### config.mk
export PLATFORM = sky130hd
export DESIGN_NAME = sw_frame_unit
export DESIGN_NICKNAME = d
export VERILOG_FILES = /design/src/rtl/sw_frame_unit.sv
export SDC_FILE = /design/constraint.sdc
export NUM_CORES = 1
export LEC_CHECK = 0
export CAP_MARGIN = 20
export CORE_ASPECT_RATIO = 2
export CORE_MARGIN = 3
export CORE_UTILIZATION = 45
export DETAILED_ROUTE_END_ITERATION = 8
export GPL_TIMING_DRIVEN = 0
export PLACE_DENSITY = 0.65
export SLEW_MARGIN = 20
export SYNTH_ARGS = -nofsm -noshare
export SYNTH_HDL_FRONTEND = slang
export SYNTH_SLANG_ARGS = --single-unit
### constraint.sdc
create_clock -name clk -period 3.37 [get_ports clk]
set_input_delay 0.5055 -clock clk [delete_from_list [all_inputs] [get_ports clk]]
set_output_delay 0.5055 -clock clk [all_outputs]
set_load 0.01 [all_outputs]
### src/rtl/sw_frame_unit.sv
// sw_frame_unit
//
// Per-switch consumer of the shared frame bus. Frames pushed with fifo_wr_en are
// buffered in a small FIFO, popped in order by a three-state FSM, and applied to
// a local register bank as a write or a read. Every completed frame produces one
// response on a valid/ready handshake.
//
// Frame layout: {unused[31:22], addr[21:17], wr_rd[16], wr_data[15:8], op_id[7:0]}
//
// Ports:
//   clk          rising-edge clock
//   rst_n        asynchronous active-low reset
//   fifo_wr_en   push strobe for frame_in
//   frame_in     incoming frame
//   fifo_full    FIFO holds FIFO_DEPTH frames (registered)
//   fifo_empty   FIFO holds no frames (registered)
//   drop_cnt     frames dropped because the FIFO was full, saturating at 255
//   resp_valid   response available
//   resp_ready   consumer accepts the response
//   resp_op_id   op_id of the completed frame
//   resp_wr      1 = write completed, 0 = read completed
//   resp_data    write: data written; read: register content
module sw_frame_unit #(
    parameter int unsigned FRAME_WIDTH = 32,
    parameter int unsigned W_WIDTH     = 8,
    parameter int unsigned FIFO_DEPTH  = 4,
    parameter int unsigned NUM_REGS    = 32
) (
    input  logic                   clk,
    input  logic                   rst_n,
    input  logic                   fifo_wr_en,
    input  logic [FRAME_WIDTH-1:0] frame_in,
    output logic                   fifo_full,
    output logic                   fifo_empty,
    output logic [7:0]             drop_cnt,
    output logic                   resp_valid,
    input  logic                   resp_ready,
    output logic [7:0]             resp_op_id,
    output logic                   resp_wr,
    output logic [W_WIDTH-1:0]     resp_data
);

    // Frame field positions
    localparam int unsigned ID_LSB   = 0;
    localparam int unsigned DATA_LSB = 8;
    localparam int unsigned WR_BIT   = 16;
    localparam int unsigned ADDR_LSB = 17;
    localparam int unsigned ADDR_W   = 5;
    localparam int unsigned USED_W   = ADDR_LSB + ADDR_W;

    localparam int unsigned PTR_W = (FIFO_DEPTH > 1) ? $clog2(FIFO_DEPTH) : 1;
    localparam int unsigned CNT_W = PTR_W + 1;

    typedef enum logic [1:0] {
        StIdle,
        StExec,
        StResp
    } state_e;

    // ------------------------------------------------------------------
    // Frame FIFO
    // ------------------------------------------------------------------
    logic [USED_W-1:0] fifo_mem [FIFO_DEPTH];
    logic [PTR_W-1:0]  wr_ptr_q;
    logic [PTR_W-1:0]  rd_ptr_q;
    logic [CNT_W-1:0]  cnt_q;
    logic [CNT_W-1:0]  cnt_d;
    logic              push;
    logic              drop;
    logic              pop;
    logic [USED_W-1:0] head;

    // Bits above the address field carry nothing for this unit.
    logic unused_frame_bits;
    assign unused_frame_bits = ^frame_in[FRAME_WIDTH-1:USED_W];

    // Acceptance is decided by the registered full flag, so a push while full
    // is dropped even when a pop happens on the same edge.
    assign push = fifo_wr_en && !fifo_full;
    assign drop = fifo_wr_en && fifo_full;
    assign head = fifo_mem[rd_ptr_q];

    always_comb begin
        cnt_d = cnt_q;
        unique case ({push, pop})
            2'b10:   cnt_d = cnt_q + CNT_W'(1);
            2'b01:   cnt_d = cnt_q - CNT_W'(1);
            default: cnt_d = cnt_q;
        endcase
    end

    always_ff @(posedge clk) begin
        if (push) begin
            fifo_mem[wr_ptr_q] <= frame_in[USED_W-1:0];
        end
    end

    always_ff @(posedge clk or negedge rst_n) begin
        if (!rst_n) begin
            wr_ptr_q   <= '0;
            rd_ptr_q   <= '0;
            cnt_q      <= '0;
            fifo_full  <= 1'b0;
            fifo_empty <= 1'b1;
            drop_cnt   <= '0;
        end else begin
            // Pointers wrap naturally because FIFO_DEPTH is a power of two.
            if (push) begin
                wr_ptr_q <= wr_ptr_q + PTR_W'(1);
            end
            if (pop) begin
                rd_ptr_q <= rd_ptr_q + PTR_W'(1);
            end
            cnt_q      <= cnt_d;
            fifo_full  <= (cnt_d == CNT_W'(FIFO_DEPTH));
            fifo_empty <= (cnt_d == '0);
            if (drop && (drop_cnt != 8'hFF)) begin
                drop_cnt <= drop_cnt + 8'd1;
            end
        end
    end

    // ------------------------------------------------------------------
    // Control FSM and response registers
    // ------------------------------------------------------------------
    state_e            state_q;
    logic [USED_W-1:0] hold_q;
    logic [ADDR_W-1:0] hold_addr;
    logic              hold_wr;
    logic [W_WIDTH-1:0] hold_data;
    logic [7:0]        hold_id;
    logic [W_WIDTH-1:0] regs [NUM_REGS];

    assign hold_addr = hold_q[ADDR_LSB +: ADDR_W];
    assign hold_wr   = hold_q[WR_BIT];
    assign hold_data = hold_q[DATA_LSB +: W_WIDTH];
    assign hold_id   = hold_q[ID_LSB +: 8];

    // The FSM takes the head frame when idle, or directly at the response
    // handshake so back-to-back frames complete every two cycles.
    always_comb begin
        pop = 1'b0;
        if (!fifo_empty) begin
            if (state_q == StIdle) begin
                pop = 1'b1;
            end else if ((state_q == StResp) && resp_ready) begin
                pop = 1'b1;
            end
        end
    end

    always_ff @(posedge clk or negedge rst_n) begin
        if (!rst_n) begin
            state_q    <= StIdle;
            hold_q     <= '0;
            resp_valid <= 1'b0;
            resp_op_id <= '0;
            resp_wr    <= 1'b0;
            resp_data  <= '0;
        end else begin
            unique case (state_q)
                StIdle: begin
                    if (pop) begin
                        hold_q  <= head;
                        state_q <= StExec;
                    end
                end
                StExec: begin
                    // A read returns the bank content from before this edge.
                    resp_data  <= hold_wr ? hold_data : regs[hold_addr];
                    resp_op_id <= hold_id;
                    resp_wr    <= hold_wr;
                    resp_valid <= 1'b1;
                    state_q    <= StResp;
                end
                StResp: begin
                    if (resp_ready) begin
                        resp_valid <= 1'b0;
                        if (pop) begin
                            hold_q  <= head;
                            state_q <= StExec;
                        end else begin
                            state_q <= StIdle;
                        end
                    end
                end
                default: begin
                    state_q    <= StIdle;
                    resp_valid <= 1'b0;
                end
            endcase
        end
    end

    // ------------------------------------------------------------------
    // Register bank: the only write path is a write frame in EXEC.
    // ------------------------------------------------------------------
    always_ff @(posedge clk or negedge rst_n) begin
        if (!rst_n) begin
            for (int i = 0; i < NUM_REGS; i++) begin
                regs[i] <= '0;
            end
        end else if ((state_q == StExec) && hold_wr) begin
            regs[hold_addr] <= hold_data;
        end
    end

endmodule

# After elaboration in Yosys (flattened, before gate mapping)
# Memory sizes are Yosys's and may differ from the RTL's.
# Cells that the tools add are included.
# totals
reg_bits	315
ramBits	88
input_bits	36
output_inout_bits	28
wordCells	97
mem_count	1
# mem_list
memory	words	width	rd	rd_ports_with_merged_regs	write_ports	line_no	source
fifo_mem	4	22	1	0	1	63	logic [USED_W-1:0] fifo_mem [FIFO_DEPTH];
# op_classes
n_addsub	5
n_lt_le_gt_ge	2
eq_ne	8
mux	22
bitwise_logic	2
n_reduce_logical	13
# ops
operator	n
bitwise mux 256 bit	1
2-to-1 mux 22 bit	2
case mux 22 bit (2 select lines)	1
binary-select mux 8 bit (select 5 bit)	1
demux 8 bit (select 5 bit)	1
2-to-1 mux 8 bit	4
adder 8 x 1 -> 8 bit (second input constant)	1
!= test 8 bit (second input constant)	1
2-to-1 mux 1 bit	7
greater-or-equal comparator 6 bit (second input constant)	1
logical AND 1 bit	6
< comparator 6 x 1 -> 1 bit (second input constant)	1
inverter 5 -> 6 bit	1
case mux 2 bit (3 select lines)	1
case mux 3 bit (2 select lines)	1
AND reduction 2 bit	3
adder 2 x 1 -> 2 bit (second input constant)	2
equality test 2 x 1 -> 1 bit (second input constant)	2
equality test 2 bit (second input constant)	2
2-to-1 mux 2 bit	2
!= test 2 bit (second input constant)	2
adder 3 x 1 -> 3 bit (second input constant)	1
equality test 3 bit (second input constant)	1
logical NOT 3 bit	1
other kinds (6)	6

# Depth between registers and ports, before layout
# Gate-level depths: netlist (run 1).
# depth
ltp_word	8
depth_mapped	9
mapped_depth_nobuf	8

# Least setup slack after synthesis (run 1)
# OpenSTA, ideal clock, no wires.
# synth_timing
path_type	input to register
start	input port resp_ready
end	register fifo_full
setup_ns	0.073
arrival_time_ns	2.661
required_time_ns	3.297
setup_slack_ns	0.636
stages	8
path_buffers	1
path_cell_list	inv_1 a211oi_2 clkbuf_1 ha_1 fa_1 mux2_2 or2_2 nor2b_1
# synth_via
elab_chain_cells	7
elab_cells_between_ends	8
cone_classes	eq/ne: 3; mux: 4; reduce/logical: 1
# synth_lines
item	line_no	source
start, declared	37	input logic resp_ready,
logical AND 1 bit (*)	146	end else if ((state_q == StResp) && resp_ready) begin
2-to-1 mux 1 bit (*)	146	
2-to-1 mux 1 bit (*)	144	if (state_q == StIdle) begin
2-to-1 mux 1 bit (*)	143	if (!fifo_empty) begin
equality test 2 x 1 -> 1 bit / equality test 2 bit (equally long branches)	85	unique case ({push, pop})
case mux 3 bit (2 select lines) (*)	85	
net cnt_d[1]	67	logic [CNT_W-1:0] cnt_d;
equality test 3 bit (*)	115	fifo_full <= (cnt_d == CNT_W'(FIFO_DEPTH));
end signal, assigned	115	
end, declared	33	output logic fifo_full,
# Mark *: on every way through the listed nets, which the timed path passes. The rest lies on a longest branch.
# A chain may end at the register's enable or synchronous reset.

# Worst setup path in the final report (run 1)
# Same ends and word-level chain as after synthesis.

==> impl_metrics.toml, run 1 <==
[final_layout]
nets = 1240
post-route-util_pct = 52.0
n_fill_cell = 3314
syn2layout_area_growth_pct = 13.6
n_antenna_cell = 0
drive_gt1_share_pct = 38.3
final_cell_mix = "dfrtp_1 (314), mux2_2 (290), edfxtp_1 (88), mux4_2 (64), clkdlybuf4s50_1 (52)"
final_common_cell = "dfrtp_1"

[sta]
fmax_mhz = 319
rsz0062_at_grt = "no"
hold_viol_final = 0
slew_viol_final = 0
hold_ws_ns = 0.472
final.setup.tns_ns = 0
slew_headroom_pct = 23.6
worstMarginPinSlew_ns = 1.14
skew_ns = 0.0132
finalCriticalPeriod_ns = 3.14
setup_viol = 0
finalCritPeriodShare_pct = 93.1

[synth]
yosys.area.top_type = "dfrtp_1"
syn_nets = 1145
synth.distinct_cells = 56
syn-cell-area_sq_mm = 0.0175
synth_top_flop_cell = "dfrtp_1"
yosysSeqAreaShare_pct = 60.2
yosys-top-cells-area = "dfrtp_1 (45%), mux2_2 (19%), edfxtp_1 (15%), mux4_2 (8.2%), mux2i_1 (2.5%)"
synth-edff-count = 88
synthCells = 1102
syn_area_per_cell_sq_um = 15.9
async_reset_ff_share_pct = 78.2
ys_warn_count = 0
synth_top_area_share_pct = 44.9
ys_ff_latch = 403

[power_and_ir_drop]
cellInternalPower_uw = 12000
seqPwrFrac_pct = 41.8
p_leak_uw = 0.00857
switchingPower_uw = 6450
power.density_mw_per_mm2 = 928
combPwrFrac_pct = 36.9
clockPowerShare_pct = 21.3
p_sw_share_pct = 35.0
peakVddDrop_mv = 0.470

[clock_network]
cts_buffers = 36
clock_latency_ns = 0.54
clkTransAtPathRegs_ns = 0.06
cts_setup_buffers = 0
clock-sinks = 403
clock_path_buffers = 3
cts_root_buffer = "clkbuf_16"
htreeDepth = 2
cts_tree = "yes"

[grt]
grt_max_degree = 94
track_usage_pct = 22.9
grt_pass1_wl_mm = 70.8
antenna_found_initial = 0
gr-total-overflow = 0
grt_pass1_vias = 11000

[detailed_routing]
dr.first_iter.drc_count = 672
via_per_inst = 5.80
drtAntennaViolNets = 0
vias = 10100
drc = 0
dr.pass1.iters = 5
wirelength_mm = 46.8
wl_per_cell_microns = 26.9

[die]
die_h_microns = 285
ios = 64
die_area_sq_mm = 0.0414
core_sq_mm = 0.0382
start_util_pct = 45.8
rows = 101
fp.dieW_microns = 145

[critical_path]
setup.worst_path.start = "resp_ready"
cp-start-kind = "input port"
required_ns = 3.83
critPathArrivalTime_ns = 3.59
r2r_start = "state_q[1]"
worstSetupPathType = "input port to flop"
end_kind = "flop"
path_max_fanout = 10

[place]
dpl.hpwl_mm = 33.6
gp_congestion = 0.937
portBuffers = 53

[worst_hold_path]
min_from = "cnt_q[2]"
hp-class = "flop to flop"

[status]
status = "finished, final reports clean"

[flow_run]
cap_violations = 0
[timing repair]
action,4_1_cts,5_1_grt
endpoints found under the setup margin,1,0
resized for setup,1,0
hold buffers,1,0
hold endpoints to repair,67,0
[worst paths after layout]
path / endpoint / slack (ns) / depth (start not counted)
max in group asynchronous: resp_op_id[5] / 1.50 / 4
min in group asynchronous: regs[70] / 0.51 / 2
min: cnt_q[2] / 0.47 / 1
min reg2reg: cnt_q[2] / 0.47 / 1
max reg2reg: fifo_full / 0.31 / 7
max: fifo_full / 0.23 / 9
[sequential cells by signal (all words and copies together), names as in the netlist]
register,count
cnt_q,3
drop_cnt,8
fifo_empty,1
fifo_full,1
fifo_mem,88
hold_q,22
rd_ptr_q,2
regs,256
resp_data,8
resp_op_id,8
resp_valid,1
resp_wr,1
state_q,2
wr_ptr_q,2
[power groups by stage]
stage	combinational [uW]	clock, uW	sequential [uW]
finish	6790	3930	7700
global route	7240	4210	7870
detailed placement	6850	0	7760
CTS	6880	4020	7680
floorplan	4440	0	7470
global placement	6730	0	7690
[worst max-delay path, stage by stage]
cell	delay, ns
clkdlybuf4s50_1	0.50
inv_1	0.09
a211oi_4	0.56
clkbuf_1	0.50
ha_1	0.31
fa_1	0.42
mux2_2	0.27
or2_2	0.31
nor2b_1	0.13
[cell usage after synthesis (all sizes together), types with 4 or more instances]
master	instances
nor2	25
mux2i	43
or4	5
ha	6
xnor2	9
clkbuf	39
nor3b	7
buf	34
dfrtp	314
edfxtp	88
and2	5
mux4	64
nand4b	4
and3	5
a22oi	5
nor3	4
o21ai	12
nand2	36
nand3	11
nor2b	4
xor2	4
o22ai	16
nand3b	13
mux2	290
a21oi	13
inv	5
nand4	6
[cell families after synthesis]
family,after synthesis,synth area share (%)
flip-flops,403,60.2
adder cells (fa/ha/maj),7,0.544
multiplexers,397,29.4
buffers and inverters,78,1.98
AND/OR/NAND/NOR,142,4.97
XOR/XNOR,13,0.651
AO/OA/AOI/OAI,62,2.27
[stage by stage]
| stage | std cells | area, sq um | worst slack (ns) | power (uW) |
|---|---|---|---|---|
| 6_report | 1737 | 19900 | 0.233 | 18400 |
| 5_1_grt | 1737 | 19900 | 0.0554 | 19300 |
| 4_1_cts | 1737 | 19900 | 0.159 | 18600 |
| 3_5_place_dp | 1673 | 18800 | -0.588 | 14600 |
| 3_3_place_gp | 1670 | 18700 | -11.67 | 14400 |
| 2_1_floorplan | 1102 | 17500 | 0.636 | 11900 |
[metal layers]
metal | GRT usage, % | up-vias | part of all wire, %
met5 | 0 | - | 0
met2 | 41.6 | 272 | 53
met4 | 15.0 | 0 | 7.9
li1 | - | 4322 | -
met3 | 2.32 | 127 | 3.5
met1 | 25.4 | 5353 | 35
[area by class of cell]
type | instances | area (sq um) | area share, %
Buffer | 73 | 327 | 1.64
Clock buffer | 52 | 1030 | 5.20
Clock inverter | 11 | 56.3 | 0.284
Inverter | 5 | 18.8 | 0.0945
Multi-Input combinational cell | 621 | 6620 | 33.4
Sequential cell | 403 | 10500 | 53.0
Tap cell | 515 | 644 | 3.24
Timing Repair Buffer | 57 | 628 | 3.16
Power figures use the tool's default switching activity.
==> run 2, diff against run 1 <==
Settings changed: CORE_UTILIZATION 45 to 46, PLACE_DENSITY 0.65 to 0.66.
==> impl_metrics.toml, run 2 (synthesis results as in run 1) <==
[grt]
grt_max_degree = 90
grt_pass1_wl_mm = 70.9
grt_pass1_vias = 11100
antenna_found_initial = 0
gr-total-overflow = 0
track_usage_pct = 23.9

[detailed_routing]
dr.pass1.iters = 5
dr.first_iter.drc_count = 710
vias = 10200
drtAntennaViolNets = 0
drc = 0
wl_per_cell_microns = 28.0
wirelength_mm = 47.3
via_per_inst = 6.05

[die]
ios = 64
start_util_pct = 46.7
die_area_sq_mm = 0.0405
die_h_microns = 282
core_sq_mm = 0.0374
fp.dieW_microns = 144
rows = 100

[critical_path]
path_cells = "clkdlybuf4s50_1, inv_1, a211oi_4, clkbuf_1, ha_1, fa_1, mux2_2, or2_2, nor2b_1"
critPathArrivalTime_ns = 3.66
cp_slowest_cell = "a211oi_4"
crit_buf_inv = 3
crit_family = "buffers and inverters"
crit_path_max_incr_delay_ns = 0.59
cp-start-kind = "input port"
end_kind = "flop"
worstSetupPathType = "input port to flop"
required_ns = 3.84
path_max_fanout = 10

[flow_run]
cap_violations = 0

[final_layout]
final_cell_mix = "dfrtp_1 (314), mux2_2 (290), edfxtp_1 (88), mux4_2 (64), clkdlybuf4s50_1 (52)"
drive_gt1_share_pct = 38.6
nets = 1241
syn2layout_area_growth_pct = 14.1
top_regs = "regs: 256 flops, fifo_mem: 88 flops, hold_q: 22 flops"
largest_reg_flops = 256
n_antenna_cell = 0
top_register = "regs"
postLayoutCellArea_sq_mm = 0.0199
final_common_cell = "dfrtp_1"

[place]
placed_cell_area_sq_mm = 0.0187
gp_congestion = 0.961
dpl.hpwl_mm = 33.5
portBuffers = 53

[clock_network]
cts_tree = "yes"
clock_latency_ns = 0.56
cts_setup_buffers = 0
htreeDepth = 2
cts_root_buffer = "clkbuf_16"
clkTransAtPathRegs_ns = 0.06
clock-sinks = 403
clock_path_buffers = 3
cts_buffers = 37

[sta]
worstMarginPinSlew_ns = 1.04
finalCritPeriodShare_pct = 94.6
setup_viol = 0
final.setup.tns_ns = 0
slew_viol_final = 0
skew_ns = 0.0229
rsz0062_at_grt = "no"
fmax_mhz = 314
finalCriticalPeriod_ns = 3.19
hold_viol_final = 0
slew_headroom_pct = 31.0

[power_and_ir_drop]
power.density_mw_per_mm2 = 947
peakVddDrop_mv = 0.567
p_leak_uw = 0.00863

[worst_hold_path]
hp-class = "flop to flop"

[status]
status = "finished, final reports clean"
[run 2: changes by cell type in the layout (fill, tap and decap cells not counted), sizes merged]
cell	delta
clkbuf	-6
clkinv	+6
clkinvlp	+1
bufinv	+4
[run 2: worst paths after layout]
check | start | endpoint | slack [ns] | cells past startpoint
max in group asynchronous | rst_n | fifo_empty | 1.14 | 5
worst min-delay path | cnt_q[2] | cnt_q[2] | 0.48 | 1
worst min register to register | cnt_q[2] | cnt_q[2] | 0.48 | 1
worst max-delay path | resp_ready | fifo_full | 0.18 | 9
worst max register to register | state_q[1] | fifo_full | 0.26 | 7
min in group asynchronous | rst_n | hold_q[6] | 0.49 | 2
[run 2: layout make-up]
type | instances | area, sq um
clock buffers | 46 | 1010
clock inverters | 22 | 233
fillers | 3048 | 17500
plain buffers | 73 | 327
well taps | 459 | 574
inverters | 5 | 18.8
multi-input cells | 621 | 6630
flip-flops and latches | 403 | 10500
repair buffers | 57 | 628
[run 2: layer usage]
metal | up-vias | global-route usage (%) | wire length, microns
met5 | - | 0 | 0
met4 | 0 | 17.1 | 4120
met3 | 141 | 2.38 | 1800
met2 | 341 | 41.5 | 24800
met1 | 5380 | 27.1 | 16500
li1 | 4330 | - | -
[run 2: stage by stage]
stage	total power, uW	hold WS [ns]	utilization (%)	cells	worst slack (ns)
2_1_floorplan	11900	0.210	-	1102	0.636
3_5_place_dp	14600	0.474	49.9	1617	-0.609
4_1_cts	19000	0.483	53.3	1686	0.168
3_3_place_gp	14400	0.459	49.7	1614	-11.63
6_report	18900	0.480	53.3	1686	0.182
5_1_grt	19700	0.486	53.3	1686	0.0711
[run 2: power by group]
part | switching, uW | internal, uW
Combinational | 3740 | 3110
Clock | 1870 | 2450
Sequential | 982 | 6730
Total | 6590 | 12300
[run 2: what timing repair did]
item | in CTS | in global routing
hold buffers | 1 | 0
resized for setup | 1 | 0
hold endpoints to repair | 66 | 0
endpoints found under the setup margin | 2 | 0
